===== config.mk =====
export PLATFORM = sky130hd
export DESIGN_NAME = qick_dmem_arbiter
export DESIGN_NICKNAME = d
export VERILOG_FILES = /design/src/rtl/qick_dmem_arbiter.sv
export SDC_FILE = /design/constraint.sdc
export NUM_CORES = 1
export LEC_CHECK = 0
export ABC_AREA = 1
export CORE_MARGIN = 3
export CORE_UTILIZATION = 30
export CTS_BUF_LIST = sky130_fd_sc_hd__clkbuf_2 sky130_fd_sc_hd__clkbuf_4 sky130_fd_sc_hd__clkbuf_8
export CTS_CLUSTER_SIZE = 28
export DETAILED_ROUTE_END_ITERATION = 8
export HOLD_SLACK_MARGIN = 0.15
export PLACE_DENSITY = 0.85
export SETUP_SLACK_MARGIN = 0.3
export SKIP_LAST_GASP = 1
export SLEW_MARGIN = 20
export SYNTH_ARGS = -nofsm -noshare
export SYNTH_HDL_FRONTEND = slang
export SYNTH_SLANG_ARGS = --single-unit
export TNS_END_PERCENT = 20

===== constraint.sdc =====
create_clock -name clk_i -period 1.1 [get_ports clk_i]
set_input_delay 0.22 -clock clk_i [delete_from_list [all_inputs] [get_ports clk_i]]
set_output_delay 0.22 -clock clk_i [all_outputs]
set_load 0.05 [all_outputs]

===== src/rtl/qick_dmem_arbiter.sv =====
// rtl/qick_dmem_arbiter.sv - core/ext arbiter for one single-port data memory (optional QICK_DMEM_ARB_STATS_EN wait counters)
module qick_dmem_arbiter #(
    parameter int DW         = 32,
    parameter int AW         = 8,
    parameter int RD_LAT     = 1,
    parameter int STARVE_MAX = 4
) (
    input  logic          clk_i,
    input  logic          rst_ni,
    input  logic          core_req_i,
    input  logic          core_we_i,
    input  logic [AW-1:0] core_addr_i,
    input  logic [DW-1:0] core_w_dt_i,
    output logic          core_gnt_o,
    output logic          core_rvalid_o,
    output logic [DW-1:0] core_r_dt_o,
    input  logic          ext_req_i,
    input  logic          ext_we_i,
    input  logic [AW-1:0] ext_addr_i,
    input  logic [DW-1:0] ext_w_dt_i,
    output logic          ext_gnt_o,
    output logic          ext_rvalid_o,
    output logic [DW-1:0] ext_r_dt_o,
    output logic          dmem_en_o,
    output logic          dmem_we_o,
    output logic [AW-1:0] dmem_addr_o,
    output logic [DW-1:0] dmem_w_dt_o,
    input  logic [DW-1:0] dmem_r_dt_i,
`ifdef QICK_DMEM_ARB_STATS_EN
    input  logic          stats_clr_i,
    output logic [31:0]   core_wait_cnt_o,
    output logic [31:0]   ext_wait_cnt_o,
`endif
    output logic          arb_force_o
);

    typedef enum logic {CORE_PRI, EXT_FORCE} state_t;

    state_t      state_q, state_d;
    logic [7:0]  starve_q, starve_d;
    logic        issue_rd;

    // Tag pipeline: index 0 lines up with the command register, index RD_LAT with returning data.
    logic [RD_LAT:0] tag_v_q;
    logic [RD_LAT:0] tag_ext_q;

    // Grant decode, starvation counter next value and next state.
    always_comb begin
        core_gnt_o = 1'b0;
        ext_gnt_o  = 1'b0;
        state_d    = CORE_PRI;
        if (rst_ni) begin
            if (state_q == EXT_FORCE) begin
                ext_gnt_o = ext_req_i;
            end else if (core_req_i) begin
                core_gnt_o = 1'b1;
            end else begin
                ext_gnt_o = ext_req_i;
            end
        end
        starve_d = (ext_req_i && !ext_gnt_o) ? starve_q + 8'd1 : 8'd0;
        // Force the next slot to ext as soon as the denied streak hits the limit.
        if (state_q == CORE_PRI && ext_req_i && !ext_gnt_o && starve_d == 8'(STARVE_MAX)) begin
            state_d = EXT_FORCE;
        end
    end

    assign issue_rd = (core_gnt_o && !core_we_i) || (ext_gnt_o && !ext_we_i);

    // FSM state and starvation counter registers.
    always_ff @(posedge clk_i or negedge rst_ni) begin
        if (!rst_ni) begin
            state_q  <= CORE_PRI;
            starve_q <= 8'd0;
        end else begin
            state_q  <= state_d;
            starve_q <= starve_d;
        end
    end

    // Command stage: register the granted request; address/data hold when idle.
    always_ff @(posedge clk_i or negedge rst_ni) begin
        if (!rst_ni) begin
            dmem_en_o   <= 1'b0;
            dmem_we_o   <= 1'b0;
            dmem_addr_o <= '0;
            dmem_w_dt_o <= '0;
        end else begin
            dmem_en_o <= core_gnt_o | ext_gnt_o;
            if (core_gnt_o) begin
                dmem_we_o   <= core_we_i;
                dmem_addr_o <= core_addr_i;
                dmem_w_dt_o <= core_w_dt_i;
            end else if (ext_gnt_o) begin
                dmem_we_o   <= ext_we_i;
                dmem_addr_o <= ext_addr_i;
                dmem_w_dt_o <= ext_w_dt_i;
            end else begin
                dmem_we_o   <= 1'b0;
            end
        end
    end

    // Read tag shift register; writes enter as invalid slots.
    always_ff @(posedge clk_i or negedge rst_ni) begin
        if (!rst_ni) begin
            tag_v_q   <= '0;
            tag_ext_q <= '0;
        end else begin
            tag_v_q   <= {tag_v_q[RD_LAT-1:0], issue_rd};
            tag_ext_q <= {tag_ext_q[RD_LAT-1:0], ext_gnt_o};
        end
    end

    // Read return steering: data is passed through, only the owner sees rvalid.
    always_comb begin
        core_rvalid_o = tag_v_q[RD_LAT] && !tag_ext_q[RD_LAT];
        ext_rvalid_o  = tag_v_q[RD_LAT] &&  tag_ext_q[RD_LAT];
        core_r_dt_o   = rst_ni ? dmem_r_dt_i : '0;
        ext_r_dt_o    = rst_ni ? dmem_r_dt_i : '0;
    end

    assign arb_force_o = (state_q == EXT_FORCE);

`ifdef QICK_DMEM_ARB_STATS_EN
    // Saturating wait-cycle counters; clear wins over increment.
    always_ff @(posedge clk_i or negedge rst_ni) begin
        if (!rst_ni) begin
            core_wait_cnt_o <= 32'd0;
            ext_wait_cnt_o  <= 32'd0;
        end else if (stats_clr_i) begin
            core_wait_cnt_o <= 32'd0;
            ext_wait_cnt_o  <= 32'd0;
        end else begin
            if (core_req_i && !core_gnt_o && core_wait_cnt_o != 32'hFFFF_FFFF) begin
                core_wait_cnt_o <= core_wait_cnt_o + 32'd1;
            end
            if (ext_req_i && !ext_gnt_o && ext_wait_cnt_o != 32'hFFFF_FFFF) begin
                ext_wait_cnt_o <= ext_wait_cnt_o + 32'd1;
            end
        end
    end
`endif

endmodule


==> impl_table.tex, run 1 <==
\begin{tabular}{lr}
\hline
Metric & Value \\
\hline
\multicolumn{2}{l}{\textbf{Routing}} \\
Final routed wirelength across all metal layers & around 15,000 um \\
Vias after detailed routing & approximately 3,700 \\
Detailed-route vias per instance & between 4 and 5 \\
Post-DR wirelength/cell & 19.8 um \\
Drt first pass iters & 6 \\
Number of design rule violations left after detail routing & 0 \\
Antenna violation net count after detailed routing & 0 \\
Initial detailed-routing violation count & 140 \\
\multicolumn{2}{l}{\textbf{STA}} \\
Portion of the clock cycle consumed by the worst path in the final layout & 134\% \\
Setup skew after layout & 0.00955 ns \\
Unrepaired setup endpoints after global routing & true \\
Final critical path time including I/O delays and setup & 1.47 ns \\
Final setup TNS & -21.48 ns \\
Slew at the pin closest to its max-slew limit & 0.554 ns \\
Final Hold Viols & 0 \\
Remaining max-slew budget at the tightest pin & between 60\% and 70\% \\
Final setup violation count & 145 \\
Max-slew violation count & 0 \\
Fmax & 679 MHz \\
Least setup slack across all paths after layout & -0.372 ns \\
\multicolumn{2}{l}{\textbf{Placed design}} \\
Post-detailed-placement half-perimeter wirelength & 10,100 um \\
Placer Congestion & 0.910 \\
I/O Buffers & 228 \\
Pre-CTS setup slack & -0.526 ns \\
Number of placed instances, taps included & $\sim$720 \\
\multicolumn{2}{l}{\textbf{Floorplan}} \\
Die outline area & approximately 0.011 mm2 \\
Initial standard-cell utilization of the core & 31.6\% \\
Vert. Die Dim & 106 um \\
Row count & 35 \\
I/O pin total & approximately 230 \\
Die X-Extent & 106 um \\
Core region area & between 0.009 and 0.01 mm2 \\
\multicolumn{2}{l}{\textbf{Worst setup path}} \\
Number of buffers and inverters on the critical path & 3 \\
Stage delay of the slowest cell on the critical path & around 0.43 ns \\
Critical Setup Path Class & reg -> out \\
Critical path, cell by cell & inv\_2 -> nand2\_2 -> nand3\_4 -> inv\_4 -> buf\_12 \\
Critical-path cell with the highest stage delay & sky130\_fd\_sc\_hd\_\_dfrtp\_2 \\
Arrival time of data at the critical path endpoint & 1.25 ns \\
Required time of the critical path & approximately 0.88 ns \\
Largest delay share family, worst path & flip-flops \\
Maximum fanout along the worst path & 3 \\
Kind of capture point of the worst setup path & primary output \\
Type of element launching the critical path & flop \\
\multicolumn{2}{l}{\textbf{Synthesis}} \\
Ys Warns & 0 \\
Post-synthesis cell type count & 18 \\
Net count after synthesis & 520 \\
Gate count of the mapped netlist & roughly 400 \\
Average instance area after synthesis & 7.41 um2 \\
Main area contributors after synthesis & sky130\_fd\_sc\_hd\_\_dfrtp\_1, sky130\_fd\_sc\_hd\_\_nand2\_1, sky130\_fd\_sc\_hd\_\_a31oi\_1, sky130\_fd\_sc\_hd\_\_buf\_4, sky130\_fd\_sc\_hd\_\_nor2\_1 \\
Post-synthesis sequential area ratio & roughly 46\% \\
Yosys top cell area share & a little under half \\
Synthesized cell area & about 0.003 mm2 \\
Flop and latch count out of synthesis & 55 \\
Yosys top cell by area & sky130\_fd\_sc\_hd\_\_dfrtp\_1 \\
\multicolumn{2}{l}{\textbf{Clock network}} \\
Insertion delay of the later-clocked pin in the worst-skew pair & roughly 0.31 ns \\
Clock slew at the register clock pins of the worst setup and hold paths & $\sim$0.11 ns \\
Longest Clk Path Bufs & 2 \\
Root buffer cell & sky130\_fd\_sc\_hd\_\_clkbuf\_8 \\
\# clock sinks & 55 \\
H-Tree Level Count & 2 \\
Total clock buffers created by CTS & 5 \\
TritonCTS clock tree & built \\
\multicolumn{2}{l}{\textbf{Power}} \\
PD cells & 1140 mW/mm2 \\
Worst vdd ir & about 0.00084 V \\
Static leakage power & 3.31 nW \\
\multicolumn{2}{l}{\textbf{Min path}} \\
Hold/Removal Path Class & in -> async \\
\multicolumn{2}{l}{\textbf{Finish}} \\
Area of the multi-input gates & $\sim$0.0015 mm2 \\
Fraction of layout instances using a drive strength above 1 & 41.0\% \\
Final-stage net count & $\sim$750 \\
Area taken by flip-flops and latches & 0.00138 mm2 \\
Number of filler cells placed in the layout & $\sim$510 \\
Number of diodes & 0 \\
Area growth from synthesis to final layout & 157\% \\
Number of non-filler instances in the completed layout & 758 \\
\multicolumn{2}{l}{\textbf{Global routing}} \\
Overall fraction of global-route tracks in use & a little under a quarter \\
Via count of the first global-routing pass & around 3,700 \\
Wire length of the first global-routing pass & 20,200 um \\
Global-route congestion overflow total & 0 \\
Largest net degree at the start of global routing & 42 \\
Number of antenna violations at the first check in global routing & 1 \\
\multicolumn{2}{l}{\textbf{Job}} \\
Maxcap violations & 0 \\
\multicolumn{2}{l}{\textbf{Run status}} \\
Violated checks & setup timing \\
Result of the run & finished, violations left \\
\hline
\end{tabular}
-- path summary, 6_finish.rpt --
kind / slack (ns) / startpoint / cells past startpoint / to
setup / recovery: -0.37 / arb_force_o$_DFF_PN0_ / 5 / ext_gnt_o
hold / removal: 0.15 / rst_ni / 3 / dmem_w_dt_o[6]$_DFFE_PN0P_
setup reg to reg: -0.33 / arb_force_o$_DFF_PN0_ / 7 / dmem_w_dt_o[24]$_DFFE_PN0P_
hold reg to reg: 0.37 / tag_ext_q[0]$_DFF_PN0_ / 0 / tag_ext_q[1]$_DFF_PN0_
max in group asynchronous: 0.33 / rst_ni / 4 / arb_force_o$_DFF_PN0_
min in group clk_i: 0.37 / tag_ext_q[0]$_DFF_PN0_ / 0 / tag_ext_q[1]$_DFF_PN0_
-- through the flow --
step | instance area (um2) | utilization (%) | hold slack (ns) | power (mW)
floorplan | 3540 | - | -0.0756 | 4.54
global placement | 6680 | 70.9 | 0.303 | 6.74
detailed placement | 6680 | 70.9 | 0.307 | 6.83
CTS | 6980 | 74.2 | 0.176 | 8.27
global route | 7640 | 81.2 | 0.186 | 9.00
finish | 7640 | 81.2 | 0.153 | 8.72
-- synth_stat cells --
cell                       number
sky130_fd_sc_hd__nand3_2        1
sky130_fd_sc_hd__dfrtp_1       55
sky130_fd_sc_hd__o22ai_1        1
sky130_fd_sc_hd__nor2_1        55
sky130_fd_sc_hd__nand2_1      132
sky130_fd_sc_hd__buf_2         14
sky130_fd_sc_hd__buf_4         33
sky130_fd_sc_hd__inv_2          2
sky130_fd_sc_hd__clkbuf_1       5
sky130_fd_sc_hd__a31oi_1       40
sky130_fd_sc_hd__ha_1           1
sky130_fd_sc_hd__a22o_1         1
sky130_fd_sc_hd__nand3_1        8
sky130_fd_sc_hd__nand4_1        2
sky130_fd_sc_hd__nand3_4        1
sky130_fd_sc_hd__nand2_2        1
sky130_fd_sc_hd__inv_1         48
sky130_fd_sc_hd__nor3_1         1
-- final cells by class --
| class | instances | area share (%) |
|---|---|---|
| clock buffers | 5 | 0.900 |
| clock inverters | 3 | 0.606 |
| inverters | 50 | 4.03 |
| multi-input cells | 244 | 20.1 |
| flip-flops and latches | 55 | 18.0 |
| well taps | 129 | 2.11 |
| repair buffers | 272 | 54.3 |
-- flip-flops by register name, indices dropped and copies added (netlist names) --
name / count
arb_force_o: 1
dmem_w_dt_o: 32
starve_q: 8
dmem_addr_o: 8
tag_v_q: 2
tag_ext_q: 2
dmem_en_o: 1
dmem_we_o: 1
-- report_power, final --
part           internal [mW]  switching [mW]  total [mW]
Clock                  0.688           0.723        1.41
Combinational           2.34            2.39        4.74
Sequential              2.27           0.304        2.58
Total                   5.30            3.42        8.72
-- worst register-to-register path, cell delays in order (launching register included) --
cell                        delay [ns]
sky130_fd_sc_hd__dfrtp_2          0.43
sky130_fd_sc_hd__inv_2            0.09
sky130_fd_sc_hd__nand3_4          0.09
sky130_fd_sc_hd__buf_6            0.16
sky130_fd_sc_hd__nand2_8          0.15
sky130_fd_sc_hd__buf_12           0.15
sky130_fd_sc_hd__clkbuf_16        0.16
sky130_fd_sc_hd__a31oi_4          0.08
-- logic make-up after synthesis --
group / synth area share [%]
buf+inv: 17.6
compound gates: 8.93
flops: 46.3
simple gates: 26.7
fa+ha+maj: 0.421
-- cell usage in the layout, fill, tap and decap left out, types with 3 or more instances in the layout --
cell type	n
sky130_fd_sc_hd__a31oi_1	27
sky130_fd_sc_hd__a31oi_4	11
sky130_fd_sc_hd__buf_12	120
sky130_fd_sc_hd__buf_16	5
sky130_fd_sc_hd__buf_4	12
sky130_fd_sc_hd__buf_6	4
sky130_fd_sc_hd__clkbuf_16	11
sky130_fd_sc_hd__clkbuf_8	5
sky130_fd_sc_hd__clkdlybuf4s50_1	101
sky130_fd_sc_hd__clkinvlp_4	31
sky130_fd_sc_hd__dfrtp_1	54
sky130_fd_sc_hd__dlygate4sd2_1	12
sky130_fd_sc_hd__inv_1	14
sky130_fd_sc_hd__inv_2	3
sky130_fd_sc_hd__inv_4	3
sky130_fd_sc_hd__nand2_1	102
sky130_fd_sc_hd__nand2_2	4
sky130_fd_sc_hd__nand2_4	26
sky130_fd_sc_hd__nand3_1	8
sky130_fd_sc_hd__nor2_1	43
sky130_fd_sc_hd__nor2_2	7
sky130_fd_sc_hd__nor2_4	5
-- what timing repair did --
| action | CTS | global route |
|---|---|---|
| hold buffers | 2 | 0 |
| hold endpoints to repair | 14 | 0 |
| cloned | 3 | 14 |
| gates resized for setup | 40 | 55 |
| pin swaps | 9 | 3 |
| buffers inserted | 6 | 2 |
| setup endpoints to repair | 164 | 164 |
-- metal layers --
metal | wire [um] | GRT usage [%] | part of all wire, % | vias to the layer above
met5 | 13 | 0 | 0.087 | -
met2 | 7970 | 43.3 | 53 | 239
met3 | 1250 | 6.06 | 8.3 | 34
met4 | 370 | 7.40 | 2.5 | 2
li1 | - | - | - | 1674
met1 | 5380 | 24.7 | 36 | 1720
Note: power is estimated with default switching activity, not from simulation.
==> run 2, diff against run 1 <==
--- a/config.mk
+++ b/config.mk
@@ -6,6 +6,7 @@
 export NUM_CORES = 1
 export LEC_CHECK = 0
 export ABC_AREA = 1
+export CAP_MARGIN = 40
 export CORE_MARGIN = 3
 export CORE_UTILIZATION = 30
 export CTS_BUF_LIST = sky130_fd_sc_hd__clkbuf_2 sky130_fd_sc_hd__clkbuf_4 sky130_fd_sc_hd__clkbuf_8
==> results of run 2 <==
No change in the layout: final DEF, timing and power equal those of run 1.
==> run 3, diff against run 2 <==
--- a/config.mk
+++ b/config.mk
@@ -14,6 +14,7 @@
 export DETAILED_ROUTE_END_ITERATION = 8
 export HOLD_SLACK_MARGIN = 0.15
 export PLACE_DENSITY = 0.85
+export REMOVE_ABC_BUFFERS = 1
 export SETUP_SLACK_MARGIN = 0.3
 export SKIP_LAST_GASP = 1
 export SLEW_MARGIN = 20
==> impl_table.tex, run 3 (synthesis gave the netlist of run 1 again) <==
\begin{tabular}{lr}
\hline
Metric & Value \\
\hline
\multicolumn{2}{l}{\textbf{STA}} \\
Final critical path time including I/O delays and setup & 1.57 ns (+0.0930 ns) \\
Slew at the pin closest to its max-slew limit & 0.371 ns (-0.183 ns) \\
Final Hold Viols & 0 (unchanged) \\
Fmax & 639 MHz (-5.9\%) \\
Least setup slack across all paths after layout & -0.465 ns (-0.0930 ns) \\
Final setup TNS & -28.10 ns (-6.62 ns) \\
Setup skew after layout & 0.0169 ns (+0.00735 ns) \\
Remaining max-slew budget at the tightest pin & 75.3\% (+12 points) \\
Unrepaired setup endpoints after global routing & true \\
Portion of the clock cycle consumed by the worst path in the final layout & 142\% (+8.5 points) \\
Max-slew violation count & 0 (unchanged) \\
Final setup violation count & 141 (-2.8\%) \\
\multicolumn{2}{l}{\textbf{Placed design}} \\
I/O Buffers & 228 (unchanged) \\
Number of placed instances, taps included & 730 (+0.97\%) \\
Pre-CTS setup slack & -0.521 ns (+0.00577 ns) \\
Placed Area & 0.00643 mm2 (-3.7\%) \\
Post-detailed-placement half-perimeter wirelength & 10,200 um (+1.6\%) \\
Placer Congestion & 0.783 (-14\%) \\
\multicolumn{2}{l}{\textbf{Clock network}} \\
Root buffer cell & sky130\_fd\_sc\_hd\_\_clkbuf\_8 \\
Total clock buffers created by CTS & 5 (unchanged) \\
Longest Clk Path Bufs & 2 (unchanged) \\
TritonCTS clock tree & built \\
Insertion delay of the later-clocked pin in the worst-skew pair & 0.31 ns (about the same) \\
\# clock sinks & 55 (unchanged) \\
Clock slew at the register clock pins of the worst setup and hold paths & 0.12 ns (about the same) \\
H-Tree Level Count & 2 (unchanged) \\
\multicolumn{2}{l}{\textbf{Routing}} \\
Post-DR wirelength/cell & 22.8 um (+15\%) \\
Antenna violation net count after detailed routing & 0 (unchanged) \\
Final routed wirelength across all metal layers & 17,700 um (+18\%) \\
Number of design rule violations left after detail routing & 0 (unchanged) \\
Initial detailed-routing violation count & 238 (+70\%) \\
Vias after detailed routing & 4,000 (+9.0\%) \\
Detailed-route vias per instance & 5.15 (+6.5\%) \\
Drt first pass iters & 5 (-1) \\
\multicolumn{2}{l}{\textbf{Job}} \\
Maxcap violations & 0 (unchanged) \\
\multicolumn{2}{l}{\textbf{Finish}} \\
Number of diodes & 0 (unchanged) \\
Final-stage net count & 765 (+2.4\%) \\
Registers with the highest flip-flop counts & dmem\_w\_dt\_o x32, dmem\_addr\_o x8, starve\_q x8 \\
Most common cell after layout, fill and taps aside & sky130\_fd\_sc\_hd\_\_buf\_12 \\
Area growth from synthesis to final layout & 163\% \\
Number of flip-flops under the largest register name & 32 (unchanged) \\
Number of non-filler instances in the completed layout & 776 (+2.4\%) \\
Layout Cell Area excl Fill & 0.00782 mm2 (+2.3\%) \\
Register with the most flip-flops & dmem\_w\_dt\_o \\
Number of filler cells placed in the layout & 415 (-18\%) \\
Fraction of layout instances using a drive strength above 1 & 40.6\% (-0.37 points) \\
Leading cell types in the layout, fill and taps excluded & sky130\_fd\_sc\_hd\_\_buf\_12, sky130\_fd\_sc\_hd\_\_nand2\_1, sky130\_fd\_sc\_hd\_\_clkdlybuf4s50\_1 \\
\multicolumn{2}{l}{\textbf{Power}} \\
Power Total & 8.73 mW (about the same) \\
Static leakage power & 3.60 nW (+8.6\%) \\
PD cells & 1120 mW/mm2 (-2.2\%) \\
Worst vdd ir & 0.000734 V (-12\%) \\
\multicolumn{2}{l}{\textbf{Global routing}} \\
Wire length of the first global-routing pass & 23,400 um (+16\%) \\
Largest net degree at the start of global routing & 36 (-14\%) \\
Global-route congestion overflow total & 0 (unchanged) \\
Overall fraction of global-route tracks in use & 27.3\% (+4.4 points) \\
Via count of the first global-routing pass & 4,068 (+10\%) \\
Number of antenna violations at the first check in global routing & 0 (-1) \\
\multicolumn{2}{l}{\textbf{Min path}} \\
Hold/Removal Path Class & in -> async \\
\multicolumn{2}{l}{\textbf{Floorplan}} \\
I/O pin total & 229 (unchanged) \\
Row count & 35 (unchanged) \\
Vert. Die Dim & 106 um (unchanged) \\
Die X-Extent & 106 um (unchanged) \\
Core region area & 0.00942 mm2 (unchanged) \\
Die outline area & 0.0111 mm2 (unchanged) \\
Initial standard-cell utilization of the core & 31.6\% (unchanged) \\
\multicolumn{2}{l}{\textbf{Run status}} \\
Result of the run & finished, violations left \\
Violated checks & setup timing \\
\multicolumn{2}{l}{\textbf{Worst setup path}} \\
Type of element launching the critical path & flop \\
Kind of capture point of the worst setup path & flop \\
Critical Setup Path Class & reg -> reg \\
Required time of the critical path & 1.32 ns (+0.44 ns) \\
Arrival time of data at the critical path endpoint & 1.79 ns (+0.54 ns) \\
Maximum fanout along the worst path & 4 (+1) \\
\hline
\end{tabular}
==> run 3: repair_timing <==
action / in CTS / in global routing
hold buffers: 4 / 0
cloned: 6 / 10
resized for setup: 103 / 94
endpoints found under the setup margin: 164 / 169
buffers inserted: 11 / 7
pin swaps: 15 / 7
endpoints found under the hold margin: 28 / 0
==> run 3: final timing paths <==
kind                            depth (start not counted)                     endpoint  slack, ns                   from
worst max register to register                          9        arb_force_o$_DFF_PN0_      -0.47  arb_force_o$_DFF_PN0_
worst min-delay path                                    4  dmem_w_dt_o[22]$_DFFE_PN0P_       0.24                 rst_ni
max in group asynchronous                               5        starve_q[2]$_DFF_PN0_       0.28                 rst_ni
worst min register to register                          0         tag_v_q[1]$_DFF_PN0_       0.39   tag_v_q[0]$_DFF_PN0_
worst max-delay path                                    9        arb_force_o$_DFF_PN0_      -0.47  arb_force_o$_DFF_PN0_
min in group clk_i                                      0         tag_v_q[1]$_DFF_PN0_       0.39   tag_v_q[0]$_DFF_PN0_
==> run 3: layout make-up <==
cell class | instances | area, um2 | share of cell area [%]
multi-input cells | 244 | 1630 | 20.9
inverters | 50 | 238 | 3.04
well taps | 129 | 161 | 2.06
clock buffers | 5 | 68.8 | 0.880
repair buffers | 290 | 4320 | 55.3
clock inverters | 3 | 22.5 | 0.288
flip-flops and latches | 55 | 1380 | 17.6
==> run 3: layer usage <==
layer  track usage, %  part of all wire (%)  up-vias
met4             14.2                   5.5        0
met1             27.8                    35     1925
met5                0                     0        -
li1                 -                     -     1711
met3             7.41                   8.7       64
met2             50.5                    51      300
==> run 3: per-stage QoR <==
| step | util (%) | hold WS, ns |
|---|---|---|
| 3_5_place_dp | 68.3 | 0.273 |
| 2_1_floorplan | - | -0.0756 |
| 5_1_grt | 83.0 | 0.252 |
| 4_1_cts | 75.1 | 0.216 |
| 3_3_place_gp | 68.3 | 0.274 |
| 6_report | 83.0 | 0.236 |
==> run 3: where the power goes <==
part	total (mW)	leakage [nW]	switching [mW]	internal, mW
clock	1.18	0.0485	0.717	0.459
sequential	2.62	0.650	0.345	2.27
combinational	4.94	2.90	2.50	2.44
==> run 3: critical path, cell delays in order (launching register included) <==
cell,delay [ns]
sky130_fd_sc_hd__dfrtp_1,0.44
sky130_fd_sc_hd__inv_2,0.12
sky130_fd_sc_hd__nand2_4,0.07
sky130_fd_sc_hd__buf_4,0.14
sky130_fd_sc_hd__nand2_1,0.09
sky130_fd_sc_hd__nand2_1,0.14
sky130_fd_sc_hd__nor2_1,0.26
sky130_fd_sc_hd__nor2_1,0.08
sky130_fd_sc_hd__nand3_1,0.09
sky130_fd_sc_hd__nor2_1,0.05
